===== config.mk =====
export PLATFORM = sky130hd
export DESIGN_NAME = fetch_sequencer
export DESIGN_NICKNAME = d
export VERILOG_FILES = /design/src/rtl/fetch_sequencer.sv
export SDC_FILE = /design/constraint.sdc
export NUM_CORES = 1
export LEC_CHECK = 0
export BUFFER_PORTS_ARGS = -buffer_cell sky130_fd_sc_hd__buf_2
export CORE_MARGIN = 2
export CORE_UTILIZATION = 43
export CTS_CLUSTER_SIZE = 24
export DETAILED_ROUTE_END_ITERATION = 16
export PLACE_DENSITY = 0.76
export SYNTH_ARGS = -nofsm -noshare
export SYNTH_HDL_FRONTEND = slang
export SYNTH_SLANG_ARGS = --single-unit

===== constraint.sdc =====
create_clock -name clk_i -period 1.65 [get_ports clk_i]
set_input_delay 0.0825 -clock clk_i [delete_from_list [all_inputs] [get_ports clk_i]]
set_output_delay 0.0825 -clock clk_i [all_outputs]
set_load 0.01 [all_outputs]

===== src/rtl/fetch_sequencer.sv =====
`default_nettype none
// +----------------------------------------------------------------------------+
// | fetch_sequencer: RV32I fetch FSM with PC register, one-outstanding imem    |
// | request, decode-side valid/ready buffer and redirect flush.  Rev 1.0       |
// +----------------------------------------------------------------------------+
module fetch_sequencer #(
  parameter logic [31:0] RESET_PC = 32'h0000_0000
) (
  input  logic        clk_i,
  input  logic        rst_i,
  output logic        imem_req_o,
  output logic [31:0] imem_addr_o,
  input  logic        imem_gnt_i,
  input  logic        imem_rvalid_i,
  input  logic [31:0] imem_rdata_i,
  input  logic        redirect_i,
  input  logic [31:0] redirect_pc_i,
  output logic        instr_valid_o,
  output logic [31:0] instr_o,
  output logic [31:0] instr_pc_o,
  input  logic        instr_ready_i
);

  typedef enum logic [2:0] {
    S_IDLE  = 3'd0,
    S_REQ   = 3'd1,
    S_WAIT  = 3'd2,
    S_HOLD  = 3'd3,
    S_DRAIN = 3'd4
  } state_t;

  state_t      r_state;
  logic [31:0] r_pc;
  logic [31:0] r_instr;
  logic [31:0] r_instr_pc;
  logic        r_valid;

  logic [31:0] w_tgt;
  logic [31:0] w_pc_inc;
  logic        w_unused;

  assign w_tgt    = {redirect_pc_i[31:2], 2'b00};
  assign w_pc_inc = r_pc + 32'd4;
  assign w_unused = ^redirect_pc_i[1:0];

  assign imem_req_o    = (r_state == S_REQ);
  assign imem_addr_o   = r_pc;
  assign instr_valid_o = r_valid;
  assign instr_o       = r_instr;
  assign instr_pc_o    = r_instr_pc;

  always_ff @(posedge clk_i) begin
    if (rst_i) begin
      r_state    <= S_IDLE;
      r_pc       <= RESET_PC;
      r_valid    <= 1'b0;
      r_instr    <= 32'd0;
      r_instr_pc <= 32'd0;
    end else if (redirect_i) begin
      // A response already granted must be swallowed in DRAIN before refetching.
      r_pc    <= w_tgt;
      r_valid <= 1'b0;
      case (r_state)
        S_IDLE:  r_state <= S_REQ;
        S_REQ:   r_state <= imem_gnt_i ? S_DRAIN : S_REQ;
        S_WAIT:  r_state <= imem_rvalid_i ? S_REQ : S_DRAIN;
        S_HOLD:  r_state <= S_REQ;
        S_DRAIN: r_state <= imem_rvalid_i ? S_REQ : S_DRAIN;
        default: r_state <= S_IDLE;
      endcase
    end else begin
      case (r_state)
        S_IDLE: r_state <= S_REQ;
        S_REQ: begin
          if (imem_gnt_i) r_state <= S_WAIT;
        end
        S_WAIT: begin
          if (imem_rvalid_i) begin
            r_instr    <= imem_rdata_i;
            r_instr_pc <= r_pc;
            r_pc       <= w_pc_inc;
            r_valid    <= 1'b1;
            r_state    <= S_HOLD;
          end
        end
        S_HOLD: begin
          if (instr_ready_i) begin
            r_valid <= 1'b0;
            r_state <= S_REQ;
          end
        end
        S_DRAIN: begin
          if (imem_rvalid_i) r_state <= S_REQ;
        end
        default: r_state <= S_IDLE;
      endcase
    end
  end

endmodule
`default_nettype wire


======== Word-level counts from Yosys, hierarchy flattened ========
Cells that the tools add are included.
word-level totals
  input bits .............................. 70
  register bits ........................... 100
  output and inout bits ................... 98
  word-level logic and storage cells ...... 45
operators by class
  bitwise logic cells ..................... 1
  add/sub/neg operators ................... 1
  reduce and logical (&&, ||, !) cells .... 12
  multiplexer cells ....................... 15
  equal/unequal tests ..................... 10
operators by type and width
  kind                                                                     count
  32-bit two-way mux                                                       3
  32-bit by 3-bit adder with 32-bit output, second input constant          1
  3-bit two-way mux                                                        7
  3-bit case mux with 5 select lines                                       1
  3-bit inequality test, second input constant                             3
  3-bit case mux with 3 select lines                                       1
  3-bit by 2-bit equality test with 1-bit output, second input constant    2
  3-bit AND reduction                                                      2
  2-bit nonzero test                                                       3
  2-bit OR reduction                                                       3
  2-bit inequality test, second input constant                             2
  2-bit AND reduction                                                      2
  4-bit AND reduction                                                      1
  3-bit by 1-bit equality test with 1-bit output, second input constant    1
  3-bit equality test, second input constant                               1
  3-bit logical NOT                                                        1
  3-bit by 1-bit inequality test with 1-bit output, second input constant  1
  1-bit two-way mux                                                        2
  1-bit case mux with 2 select lines                                       1
  1-bit NOT                                                                1

======== Depth between registers and ports, before layout ========
Gate-level depths: netlist of the first run.
  word-level depth ........................ 4
  mapped depth ............................ 6
  depth with buffers taken out ............ 6

======== Worst setup path after synthesis of the first run ========
No wires, ideal clock.
  path type ............................... flip-flop to flip-flop
  start ................................... reg r_pc[12] (netlist: imem_addr_o[12])
  end ..................................... reg r_pc[19] (netlist: imem_addr_o[19])
  required time ........................... 1535 ps
  path buffers ............................ 0
  path slack .............................. -66 ps
  clock period less this slack ............ 1716 ps
  cell stages (with the launch flop) ...... 6
  data arrival time ....................... 1601 ps
  setup time .............................. 115 ps
  cell sequence ........................... dfxtp_1 -> nand3_1 -> or4_4 -> nor4_2 -> xor2_1 -> o21a_1
between the ends
  word-level cells in the longest chain between the ends .. 4
ends and longest elaborated chain
  element                                   RTL line  RTL
  start: declaration                        33        logic [31:0] r_pc;
  start signal: assignment                  61        r_pc <= w_tgt;
  start signal: assignment                  81        r_pc <= w_pc_inc;
  32-bit by 3-bit adder with 32-bit output  43        assign w_pc_inc = r_pc + 32'd4;
  32-bit two-way mux                        78        if (imem_rvalid_i) begin
  32-bit two-way mux                        72        case (r_state)
  32-bit two-way mux                        59        end else if (redirect_i) begin
Every way passes these cells. The select of a mux whose other input is x is not followed.
A chain may end at the register's enable or synchronous reset.

======== Worst setup path after layout of the first run ========
  start ................................... reg r_pc[3] (netlist: imem_addr_o[3])
  end ..................................... reg r_pc[28] (netlist: imem_addr_o[28])
Same word-level chain as after synthesis.

==> results of run 1 <==
==> sequential cells by signal, summed over array words and instances (netlist names) <==
signal and flops:
imem_addr_o 30, instr_o 32, instr_pc_o 30, instr_valid_o 1
r_state 3
==> worst max-delay path: cells and delay by family (launching register included) <==
kind / cells / cell delay [ns]
simple gates: 3 / 0.70
flops: 1 / 0.37
fa+ha+maj: 1 / 0.22
compound gates: 1 / 0.17
xor+xnor: 1 / 0.10
==> worst paths after layout <==
| kind | from | endpoint | slack, ns |
|---|---|---|---|
| setup / recovery | imem_addr_o[3] | imem_addr_o[28] | -0.006 |
| hold / removal | redirect_pc_i[17] | imem_addr_o[17] | 0.04 |
| setup reg to reg | imem_addr_o[3] | imem_addr_o[28] | -0.006 |
| hold reg to reg | instr_pc_o[18] | instr_pc_o[18] | 0.45 |
==> synthesized netlist by cell type, drive strengths merged (3+ instances only) <==
cell type	instances	area share, %
and3	8	1.2
nor3	7	0.85
a21oi	87	11
nand2	141	13
inv	22	2.0
o21a	20	3.6
mux2i	6	1.5
nand4	12	1.8
xor2	13	2.8
nor4	8	1.9
nand3b	3	0.55
xnor2	16	3.4
clkbuf	31	2.8
dfxtp	96	47
buf	6	0.97
nor2	15	1.4
nand3	11	1.3
==> placed cells by master (no fill, tap or decap), types with 6 or more instances in the layout <==
| master | synthesis | layout |
|---|---|---|
| nand2_1 | 141 | 139 |
| xor2_1 | 13 | 13 |
| nand4_1 | 12 | 12 |
| nor3_1 | 7 | 6 |
| mux2i_1 | 6 | 6 |
| dfxtp_2 | 0 | 9 |
| o21a_1 | 20 | 20 |
| nand3_1 | 11 | 8 |
| buf_2 | 2 | 160 |
| clkbuf_8 | 0 | 9 |
| a21oi_1 | 87 | 87 |
| buf_4 | 4 | 48 |
| nor2_1 | 15 | 14 |
| dfxtp_1 | 96 | 86 |
| inv_1 | 22 | 21 |
| xnor2_1 | 16 | 16 |
| and3_1 | 8 | 7 |
| dlygate4sd3_1 | 0 | 42 |
==> stage by stage <==
| stage | cell area (sq um) | hold slack, ns | utilization (%) | setup WS (ns) |
|---|---|---|---|---|
| after global placement | 5360 | 0.319 | 57.7 | 0.00694 |
| after detailed placement | 5360 | 0.325 | 57.7 | 0.00247 |
| after global routing | 6120 | 0.0307 | 65.9 | -0.0663 |
| after floorplan | 4140 | 0.218 | - | -0.0202 |
| final | 6120 | 0.0423 | 66.0 | -0.00593 |
| after CTS | 6020 | 0.0291 | 64.8 | 0.00413 |
==> what timing repair did <==
action / in CTS / in global routing
hold endpoints to repair: 42 / 0
hold buffers: 42 / 0
resized for setup: 2 / 23
pin swaps: 0 / 4
setup buffers: 0 / 2
setup endpoints to repair: 2 / 19
==> cell families after synthesis <==
family          count (synthesis)  share of synthesized area (%)
buf+inv                        59                           5.81
other cells                     1                         0.0911
flops                          96                           46.7
compound gates                111                           15.0
xor+xnor                       29                           6.17
fa+ha+maj                       1                          0.304
mux                             6                           1.46
simple gates                  218                           24.5
==> routing by layer <==
layer | vias to the layer above | track usage, % | routed length, um
li1 | 2181 | - | -
met1 | 2105 | 28.5 | 5260
met2 | 168 | 42.8 | 6590
met3 | 22 | 5.88 | 729
met4 | 0 | 8.92 | 287
met5 | - | 0 | 0
==> final cells by class <==
type	instances	area, sq um	area share [%]
Antenna cell	1	2.50	0.0409
Multi-Input combinational cell	369	2080	34.0
Sequential cell	96	1940	31.6
Tap cell	129	161	2.64
Clock inverter	6	91.3	1.49
Timing Repair Buffer	253	1640	26.8
Clock buffer	10	128	2.08
Inverter	22	82.6	1.35
==> power by group <==
part / switching, mW / total [mW] / internal, mW
Clock: 0.823 / 1.69 / 0.863
Combinational: 0.298 / 0.617 / 0.319
Sequential: 0.0493 / 2.43 / 2.38
==> summary.md, run 1 <==
| Metric | Value |
|---|---|
| Status | `complete, but fails checks` |
| Violated checks | `negative setup slack` |
| Maximum Capacitance Violations | `0` |
| Die Height | `102 um` |
| CP max stage delay | `around 0.37 ns` |
| First-pass GRT wire length | `roughly 20000 um` |
| Lkg Pwr | `~2.8 nW` |
| CTS Buf Count | `9` |
| Routed WL | `~13000 um` |
| EDFF count, synth | `0` |
| Vias per std cell | `~5.1` |
| PD cells | `approximately 770 nW/um^2` |
| Dpl cells | `around 830` |
| Yosys reg bits | `96` |
| Initial antenna violation count | `0` |
| Critical path capture point type | `register` |
| CP Data Arrival Time | `1.91 ns` |
| IO Port Bufs | `approximately 160` |
| Largest net degree at the start of global routing | `50` |
| Crit-path slowest cell | `dfxtp_2` |
| CTS tree | `yes` |
| Clk_skew | `between 0.008 and 0.009 ns` |
| Vias in the first global route | `~4300` |
| Drt drc | `0` |
| Clock root buffer | `clkbuf_8` |
| CTS max path bufs | `2` |
| # nets final | `about 820` |
| Tot Pwr | `approximately 4.7 mW` |
| Hpwl dp | `between 8000 and 9000 um` |
| Hold Crit Class | `in -> reg` |
| Clock Pin Slew Worst Setup and Hold Paths | `~0.09 ns` |
| Worst-path cell chain | `ha_2, and4_4, nand3_4, nor4_4, xor2_1, o21a_1` |
| CP Class | `reg -> reg` |
| CP Launch Type | `register` |
| Initial drt markers | `approximately 220` |
| VDD IR max | `just over 600 uV` |
| Fin. Hold Viols | `0` |
| Share of layout cells above drive strength 1 | `roughly a third` |
| First-pass DRT Iterations | `5` |
| RePlAce Congestion | `around 0.90` |
| Tcrit/Tclk final | `100%` |
| CP required | `1.90 ns` |
| Final worst-path setup slack | `-0.00593 ns` |
| Final ANT Viol Nets | `0` |
| Setup TNS | `-0.00593 ns` |
| Area grow syn2layout | `48.8%` |
| Cell Count, Final, Fillers Out | `886` |
| Area of the core | `9280 sq um` |
| IO Pins | `about 170` |
| Via count | `about 4500` |
| Worst-skew pair later-pin latency | `about 0.35 ns` |
| Yosys warnings | `0` |
| Register area share after synthesis | `a little under half` |
| All-Layer GR Usage | `24.2%` |
| Critical path fanouts, max | `4` |
| Starting Density | `44.3%` |
| Grt total ovfl | `0` |
| Clock sinks | `96` |
| H-tree Lvls | `3` |
| Wirelength per Cell | `approximately 15 um` |
| Primary FF master, synth | `dfxtp_1` |
| RSZ-0062 raised after global routing | `true` |
| Synthesized cell area | `between 4000 and 5000 sq um` |
| Fmax | `~600 MHz` |
| Hold depth | `4` |
| Die W | `slightly above 100 um` |
| R2r worst-path depth | `6` |
| Rows | `35` |
| Syn Area/Cell | `7.90 sq um` |
| Die area | `10400 sq um` |
| Final setup violation count | `1` |
| Final Max Tran Viols | `0` |
| Mapped Cells | `~520` |
| Asr flop ratio synth | `0%` |
| Fill count | `roughly 790` |
| Tmin final | `between 1.5 and 2 ns` |
| Post-synth cell types | `35` |
Power figures use the tool's default switching activity.
==> run 2: changes to the inputs <==
CORE_UTILIZATION = 45   (was 43)
clock period = 1.72 ns   (was 1.65 ns; I/O delays follow)
==> summary.md, run 2 (synthesis gave the netlist of run 1 again) <==
| Metric | Value |
|---|---|
| CP required | `1.99 ns (+0.09 ns)` |
| Worst-Margin Slew | `between 0.7 and 0.8 ns` |
| Grt total ovfl | `0 (unchanged)` |
| Routed WL | `12700 um (-1.6%)` |
| Power Internal | `3.12 mW (-12%)` |
| Vias per std cell | `5.10 (+0.95%)` |
| CTS Buf Count | `9 (unchanged)` |
| Dpl cells | `799 (-3.2%)` |
| Final Util | `68.4% (+2.4 points)` |
| Cell Count, Final, Fillers Out | `860 (-2.9%)` |
| RePlAce Congestion | `0.915 (+2.0%)` |
| Worst-path cell chain | `buf_4, and4bb_2, nand2_1, nor3_1, xor2_1, o21a_1` |
| Hold depth | `4 (unchanged)` |
| Sw frac | `27.1% (+2.4 points)` |
| Die W | `99.6 um (-2.2%)` |
| Area of the core | `8810 sq um (-5.1%)` |
| Largest net degree at the start of global routing | `70 (+40%)` |
| Switch Pwr | `1.16 mW (-0.71%)` |
| CP Data Arrival Time | `1.99 ns (+0.08 ns)` |
| Critical path fanouts, max | `7 (+3)` |
| VDD IR max | `444 uV (-28%)` |
| Fill count | `717 (-8.8%)` |
| PD cells | `711 nW/um^2 (-7.9%)` |
| Met1 wire length | `5210 um (-1.0%)` |
| Final ANT Viol Nets | `0 (unchanged)` |
| Clock sinks | `96 (unchanged)` |
| Clock root buffer | `clkbuf_8` |
| Die area | `9930 sq um (-4.3%)` |
| CTS tree | `yes` |
| R2r worst-path depth | `6 (unchanged)` |
| Share of layout cells above drive strength 1 | `32.4% (-2.1 points)` |
| Tmin final | `1.72 ns (+0.0680 ns)` |
| R2r endpoint | `imem_addr_o[9]` |
| Critical Path Source | `r_state[0]` |
| CP Class | `reg -> reg` |
| Hpwl dp | `8390 um (-1.9%)` |
| Starting Density | `46.7% (+2.4 points)` |
| Most common cell after layout, fill and taps aside | `buf_2` |
| Drt drc | `0 (unchanged)` |
| Violated checks | `negative setup slack` |
| Top Layer Used | `met4` |
| Rows | `34 (-2.9%)` |
| Worst rel slew slack | `between 50% and 60%` |
| Fmax | `580 MHz (-3.9%)` |
| Crit-path slowest cell | `and4bb_2` |
| Fin. Hold Viols | `0 (unchanged)` |
| IO Pins | `168 (unchanged)` |
| Final Max Tran Viols | `0 (unchanged)` |
| First-pass GRT wire length | `19400 um (-2.0%)` |
| Sequential power share | `54.3% (+3.0 points)` |
| All-Layer GR Usage | `24.1% (-0.067 points)` |
| RSZ-0062 raised after global routing | `true` |
| Critical path capture point type | `register` |
| Tcrit/Tclk final | `100% (-0.13 points)` |
| Worst hold endpoint | `imem_addr_o[22]` |
| H-tree Lvls | `3 (unchanged)` |
| Final setup violation count | `1 (unchanged)` |
| Final worst-path setup slack | `-0.00396 ns (+0.00197 ns)` |
| First-pass DRT Iterations | `5 (unchanged)` |
| Wirelength per Cell | `14.7 um (+1.4%)` |
| N_diodes | `0 (-1)` |
| Worst-skew pair later-pin latency | `0.36 ns (about the same)` |
| Vias in the first global route | `4144 (-3.3%)` |
| Initial drt markers | `168 (-23%)` |
| Setup slack, reg-to-reg | `-0.004 ns (about the same)` |
| Met3 WL | `770 um (+5.6%)` |
| Initial antenna violation count | `0 (unchanged)` |
| Worst R2R Start | `r_state[0]` |
| IO Port Bufs | `161 (unchanged)` |
| Hold Crit Class | `in -> reg` |
| Area grow syn2layout | `46.2%` |
| Comb pwr share | `13.5% (+0.5 points)` |
| Most frequent cells in the layout | `buf_2, nand2_1, dfxtp_1, a21oi_1, buf_4` |
| DR WL met2 | `6270 um (-4.8%)` |
| Status | `complete, but fails checks` |
| CTS max path bufs | `2 (unchanged)` |
| Via count | `4386 (-2.0%)` |
| Register area | `1930 sq um (-0.32%)` |
| CP Launch Type | `register` |
| Lkg Pwr | `2.79 nW (-0.80%)` |
| Hold path startpoint | `redirect_pc_i[22]` |
| Clock share of power | `32.2% (-3.5 points)` |
| Die Height | `99.6 um (-2.2%)` |
| Maximum Capacitance Violations | `0 (unchanged)` |
| Clk_skew | `0.0128 ns (+0.00459 ns)` |
| # nets final | `818 (-0.49%)` |
| Area occupied by multi-input gates | `2080 sq um (about the same)` |
| Clock Pin Slew Worst Setup and Hold Paths | `0.10 ns (about the same)` |
| CP max stage delay | `0.37 ns (about the same)` |
| Max reg flops | `32 (unchanged)` |
-- run 2: worst max path at each step --
stage,end,slack [ns],cells after the start
4_1_cts,imem_addr_o[26],0.01,6
2_1_floorplan,imem_addr_o[19],0.004,5
3_5_place_dp,imem_addr_o[14],0.03,6
3_3_place_gp,imem_addr_o[28],0.09,6
5_1_grt,imem_addr_o[9],-0.08,6
6_report,imem_addr_o[9],-0.004,6
-- run 2: final cells by class --
class	instances	share of cell area, %
Clock buffer	10	2.12
Tap cell	108	2.24
Multi-Input combinational cell	369	34.6
Inverter	22	1.37
Timing Repair Buffer	249	26.8
Clock inverter	6	0.852
Sequential cell	96	32.1
-- run 2: layer usage --
layer  GRT usage [%]  vias to the layer above
li1                -                     2171
met2            41.7                      180
met1            29.2                     1996
met3            5.76                       39
met5               0                        -
met4            8.85                        0
-- run 2: repair_timing --
action / in CTS / in global routing
hold buffers: 42 / 0
resized for setup: 0 / 21
setup buffers: 0 / 3
setup endpoints to repair: 0 / 17
endpoints found under the hold margin: 42 / 0
-- run 2: power by group through the flow --
stage / Combinational [mW] / Clock [mW] / Sequential, mW
final: 0.576 / 1.38 / 2.33
after global routing: 0.624 / 1.50 / 2.33
after CTS: 0.562 / 1.40 / 2.32
after detailed placement: 0.485 / 0 / 2.37
after global placement: 0.474 / 0 / 2.37
after floorplan: 0.197 / 0 / 2.42
-- run 2: through the flow --
step	cell area, sq um	TNS [ns]	total power [mW]	hold slack, ns	worst slack (ns)
3_5_place_dp	5290	0	2.86	0.326	0.0348
5_1_grt	6020	-0.335	4.45	0.0403	-0.0789
3_3_place_gp	5290	0	2.84	0.323	0.0915
4_1_cts	5880	0	4.28	0.0343	0.0138
2_1_floorplan	4130	0	2.61	0.222	0.00385
6_report	6020	-0.00396	4.28	0.0398	-0.00396
-- run 2: worst max-delay path, delay by kind of cell, from the launching register on --
kind                   cells  cell delay [ns]
flip-flops                 1             0.33
XOR/XNOR                   1             0.11
buffers and inverters      1             0.15
AO/OA/AOI/OAI              1             0.18
AND/OR/NAND/NOR            3             0.87
